`config.mk`:
```
export PLATFORM = sky130hd
export DESIGN_NAME = filler
export DESIGN_NICKNAME = d
export VERILOG_FILES = /design/src/rtl/filler_pkg.sv /design/src/rtl/filler_pattern.sv /design/src/rtl/filler.sv
export SDC_FILE = /design/constraint.sdc
export NUM_CORES = 1
export LEC_CHECK = 0
export ABC_AREA = 1
export CAP_MARGIN = 20
export CORE_AREA = 4 4 71 73
export CTS_BUF_LIST = sky130_fd_sc_hd__clkbuf_8
export CTS_CLUSTER_SIZE = 25
export DETAILED_ROUTE_END_ITERATION = 7
export DIE_AREA = 0 0 75 77
export PLACE_DENSITY = 0.81
export SLEW_MARGIN = 20
export SYNTH_ARGS = -nofsm -noshare
export SYNTH_HDL_FRONTEND = slang
export SYNTH_HIERARCHICAL = 1
export SYNTH_SLANG_ARGS = --single-unit
```
`constraint.sdc`:
```
create_clock -name clk_25 -period 3.1 [get_ports clk_25]
set_input_delay 0.31 -clock clk_25 [delete_from_list [all_inputs] [get_ports clk_25]]
set_output_delay 0.31 -clock clk_25 [all_outputs]
set_load 0.1 [all_outputs]
```
`src/rtl/filler_pkg.sv`:
```
// Shared geometry defaults and FSM state type for the framebuffer filler.
package filler_pkg;

  localparam int H_RES_DEFAULT = 160;
  localparam int V_RES_DEFAULT = 120;
  localparam int FB_DEPTH      = H_RES_DEFAULT * V_RES_DEFAULT;

  typedef enum logic [1:0] {
    ST_IDLE,
    ST_FILL,
    ST_DONE
  } state_t;

endpackage

```
`src/rtl/filler_pattern.sv`:
```
// Combinational pixel pattern: checkerboard, plus a one-pixel frame border
// when FILLER_BORDER_EN is defined.
module filler_pattern
  import filler_pkg::*;
#(
  parameter int H_RES   = H_RES_DEFAULT,
  parameter int V_RES   = V_RES_DEFAULT,
  parameter int SQ_LOG2 = 3,
  parameter int XW      = $clog2(H_RES_DEFAULT),
  parameter int YW      = $clog2(V_RES_DEFAULT)
) (
  input  logic [XW-1:0] x,
  input  logic [YW-1:0] y,
  output logic          pixel
);

  logic square;

  assign square = x[SQ_LOG2] ^ y[SQ_LOG2];

`ifdef FILLER_BORDER_EN
  logic border;

  assign border = (x == '0) || (x == XW'(H_RES - 1)) ||
                  (y == '0) || (y == YW'(V_RES - 1));
  assign pixel  = square | border;
`else
  // Only one bit of each coordinate feeds the plain checkerboard.
  localparam int unused_res = H_RES + V_RES;
  logic unused_coords;

  assign unused_coords = ^{x, y};
  assign pixel         = square;
`endif

endmodule

```
`src/rtl/filler.sv`:
```
// Fills a monochrome framebuffer once per reset with a checkerboard, one write
// per clock. Optional border via FILLER_BORDER_EN (see filler_pattern).
module filler
  import filler_pkg::*;
#(
  parameter int ADDR_WIDTH = $clog2(FB_DEPTH),
  parameter int H_RES      = H_RES_DEFAULT,
  parameter int V_RES      = V_RES_DEFAULT,
  parameter int SQ_LOG2    = 3
) (
  input  logic                  clk_25,
  input  logic                  reset_n,
  output logic                  we,
  output logic [ADDR_WIDTH-1:0] write_addr,
  output logic                  pixel
);

  localparam int XW = $clog2(H_RES);
  localparam int YW = $clog2(V_RES);
  localparam logic [XW-1:0] X_LAST = XW'(H_RES - 1);
  localparam logic [YW-1:0] Y_LAST = YW'(V_RES - 1);

  state_t                state, state_next;
  logic [XW-1:0]         x;
  logic [YW-1:0]         y;
  logic [ADDR_WIDTH-1:0] addr_cnt;
  logic                  issue;
  logic                  last_px;
  logic                  pat_pixel;

  assign last_px = (x == X_LAST) && (y == Y_LAST);

  filler_pattern #(
    .H_RES  (H_RES),
    .V_RES  (V_RES),
    .SQ_LOG2(SQ_LOG2),
    .XW     (XW),
    .YW     (YW)
  ) u_pattern (
    .x    (x),
    .y    (y),
    .pixel(pat_pixel)
  );

  // reset_n is active-high despite its name.
  always_ff @(posedge clk_25) begin
    if (reset_n) state <= ST_IDLE;
    else         state <= state_next;
  end

  // Pixel 0 is issued on the same edge that leaves IDLE, so write k lands k+1 clocks after release.
  always_comb begin
    state_next = state;
    issue      = 1'b0;
    case (state)
      ST_IDLE: begin
        issue      = 1'b1;
        state_next = last_px ? ST_DONE : ST_FILL;
      end
      ST_FILL: begin
        issue = 1'b1;
        if (last_px) state_next = ST_DONE;
      end
      ST_DONE: state_next = ST_DONE;
      default: state_next = ST_IDLE;
    endcase
  end

  always_ff @(posedge clk_25) begin
    if (reset_n) begin
      x          <= '0;
      y          <= '0;
      addr_cnt   <= '0;
      we         <= 1'b0;
      write_addr <= '0;
      pixel      <= 1'b0;
    end else begin
      we         <= issue;
      write_addr <= issue ? addr_cnt : '0;
      pixel      <= issue ? pat_pixel : 1'b0;
      if (issue) begin
        addr_cnt <= addr_cnt + ADDR_WIDTH'(1);
        if (x == X_LAST) begin
          x <= '0;
          y <= (y == Y_LAST) ? '0 : y + YW'(1);
        end else begin
          x <= x + XW'(1);
        end
      end
    end
  end

endmodule

```
==> results_dict.tcl <==
set metrics [dict create \
    avgViaCountPerCell 4.88 \
    final.min_clock_period_ns 2.05 \
    crit_buf_inv 1 \
    cts.reportedPaths.clkPinSlew_ns 0.09 \
    layout.cells.non_filler 352 \
    postLayoutCoreUtil_pct 56.3 \
    cts-htree-levels 2 \
    worstSetupEndpointType "primary output" \
    worstHoldPathType "reg -> reg" \
    die_width_um 75 \
    criticalPathCategory "reg -> out" \
    cts_max_path_buffers 2 \
    mostFrequentLayoutCell "dfxtp_1" \
    headroom_to_the_max_slew_limit_pct 34.9 \
    finalSetupTns_ns 0 \
    synth_cell_types 34 \
    final_layout_size_suffix_gt1_share_pct 9.00 \
    max_cap_viol_count 0 \
    maxClockFrequency_mhz 487 \
    ys_ff_latch 49 \
    power_density_mw_per_mm2 632 \
    netlist_area_mm2 0.00213 \
    vias 1716 \
    grt_antenna_before_repair 0 \
    route.antenna.remaining_nets 0 \
    cts_tree "done" \
    grt_first_pass_wirelength_um 6490 \
    postSynthCellCount 280 \
    synthesis.yosys.warnings 6 \
    sequence_of_cells_on_the_critical_path "clkdlybuf4s50_1" \
    synth_net_count 288 \
    post-place-ws_ns 1.35 \
    fin_total_pwr_mw 1.55 \
    dp_cells 345 \
    min-delay-start "addr_cnt[4]" \
    fin_skew_ns 0.00877 \
    mean_instance_size_in_the_synthesized_netlist_um2 7.61 \
    chipHeight_um 77 \
    std_cell_rows 24 \
    cp_top_family "buffers and inverters" \
    setup_viol_count_final 0 \
    setup_ws_ns 1.05 \
    cts_hold_repair.buffers 0 \
    power.share.sequential_pct 46.4 \
    worst-r2r-setup-slack_ns 1.33 \
    unrepaired_setup_endpoints_after_global_routing "false" \
    commonest_cells_after_routing_fill_and_taps_aside "dfxtp_1, inv_1, nor2_1" \
    holdPathEnd "write_addr[4]" \
    finalNetCount 308 \
    die-area_mm2 0.00578 \
    syn_to_final_growth_pct 15.1 \
    worst_skew_pair.late_latency_ns 0.30 \
    timing_worst_slew_pin_value_ns 0.974 \
    num_antenna_cells 0 \
    timing.final.max_slew_violations 0 \
    total_switching_power_mw 0.527 \
    max-vdd-ir-drop_uv 282 \
    ff2ff_path_depth 9 \
    timing.critical_path.required_ns 2.79 \
    cts_repair_resize_count 0 \
    report.final.hold_viol_count 0 \
    power.static_leakage_nw 0.990 \
    track_usage_pct 14.0 \
    numPortBuffers 18 \
    initial_core_util_pct 48.9 \
    cpPeakStageDelay_ns 1.12 \
    seq_area_frac_synth_pct 46.0 \
    clock_power_share_pct 28.1 \
    drt-pass1-iter-count 4 \
    post_cts_buffers 0 \
    gr-total-overflow 0 \
    cts-buffers-inserted 5 \
    place_hpwl_um 2740 \
    drt-total-wl_um 3740 \
    portion_of_total_power_attributed_to_combinational_logic_pct 25.6 \
    drtIter0Drc 147 \
    weighted_congestion_reported_at_the_end_of_routability_driven_placement 0.825 \
    critical_path.reg2reg.startpoint "state[0]" \
    min_delay_path_depth 2 \
    outcome "finished clean" \
    routed_length_per_placed_instance_um 10.6 \
    cts_root_buf "clkbuf_8" \
    post_route_fraction_of_the_period_consumed_by_the_critical_path_pct 66.3 \
    grt_max_degree 16 \
    crit_arrival_ns 1.74 \
    crit_path_max_fanout 1 \
    internal_power_mw 1.02 \
    cell_type_of_the_slowest_stage_on_the_worst_timing_path "clkdlybuf4s50_1" \
    coreArea_mm2 0.00435 \
    detail_route.drc_violations 0 \
    switching_share_pct 34.0 \
    io_pins 19 \
    clock_sink_count 49 \
    regToRegEndpoint "y[4]" \
    grt_pass1_vias 1563 \
    crit_path_start_kind "register" \
]
[cell type report]
type / count / area (um^2)
Fill cell: 393 / 1900
Timing Repair Buffer: 19 / 188
Multi-Input combinational cell: 176 / 928
Clock inverter: 2 / 35.0
Sequential cell: 49 / 981
Clock buffer: 5 / 68.8
Inverter: 49 / 186
Tap cell: 52 / 65.1
[kinds of logic (layout without fill, tap and decap cells)]
| logic type | count (synthesis) | after routing | synth area share [%] |
|---|---|---|---|
| flip-flops | 49 | 49 | 46.0 |
| XOR/XNOR | 3 | 3 | 1.23 |
| adder cells (fa/ha/maj) | 6 | 6 | 3.52 |
| AND/OR/NAND/NOR | 128 | 128 | 29.1 |
| AO/OA/AOI/OAI | 39 | 39 | 9.75 |
| buffers and inverters | 55 | 75 | 10.4 |
[flip-flops by register name, summed over array words and instances (netlist names)]
signal / count
addr_cnt: 15
pixel: 1
state: 2
we: 1
write_addr: 15
x: 8
y: 7
[how the worst max path moves through the flow]
stage,start,endpoint,cells past startpoint
after floorplan,state[0],addr_cnt[3],8
after global placement,write_addr[1],write_addr[1],1
after detailed placement,state[0],x[5],10
after CTS,write_addr[4],write_addr[4],1
after global routing,write_addr[11],write_addr[11],1
final,write_addr[11],write_addr[11],1
[worst register-to-register path, cell delays in order, from the launching register on]
cell and delay [ns]:
dfxtp_1 0.36, inv_1 0.07, ha_1 0.24, nor2_4 0.34
nor2_4 0.07, nand2_4 0.11, nor2_8 0.06, a21oi_1 0.24
o21ai_0 0.13, nor2_1 0.09
[layer usage]
metal / track usage, % / wire (um) / vias to the layer above
li1: - / - / 915
met1: 16.5 / 1720 / 764
met2: 23.4 / 1810 / 31
met3: 4.05 / 153 / 6
met4: 5.52 / 52 / 0
met5: 0 / 0 / -
[synth_stat cells, drive strengths merged]
cell type	number	share of area, %
buf	3	1.1
dfxtp	49	46
o211ai	1	0.35
a31oi	1	0.29
o21a	1	0.35
nand3	19	4.7
ha	6	3.5
nand4	4	1.5
nand3b	1	0.35
a21oi	22	5.3
o21ai	13	3.1
nor3b	1	0.59
xor2	2	0.82
inv	49	8.7
clkbuf	3	0.53
xnor2	1	0.41
nand2	43	8.5
nor2	54	12
nor3	6	1.6
o21bai	1	0.35
[metrics by stage]
step	hold slack, ns	area, um^2
6_report	0.451	2450
2_1_floorplan	0.421	2130
3_3_place_gp	0.434	2350
3_5_place_dp	0.438	2350
4_1_cts	0.450	2450
5_1_grt	0.470	2450
[power groups by stage]
| stage | logic [mW] | registers [mW] | clock network (mW) |
|---|---|---|---|
| after floorplan | 0.270 | 0.812 | 0 |
| after global placement | 0.390 | 0.731 | 0 |
| after detailed placement | 0.403 | 0.732 | 0 |
| after CTS | 0.404 | 0.718 | 0.444 |
| after global routing | 0.439 | 0.727 | 0.472 |
| final | 0.396 | 0.718 | 0.435 |
Power figures use the tool's default switching activity.
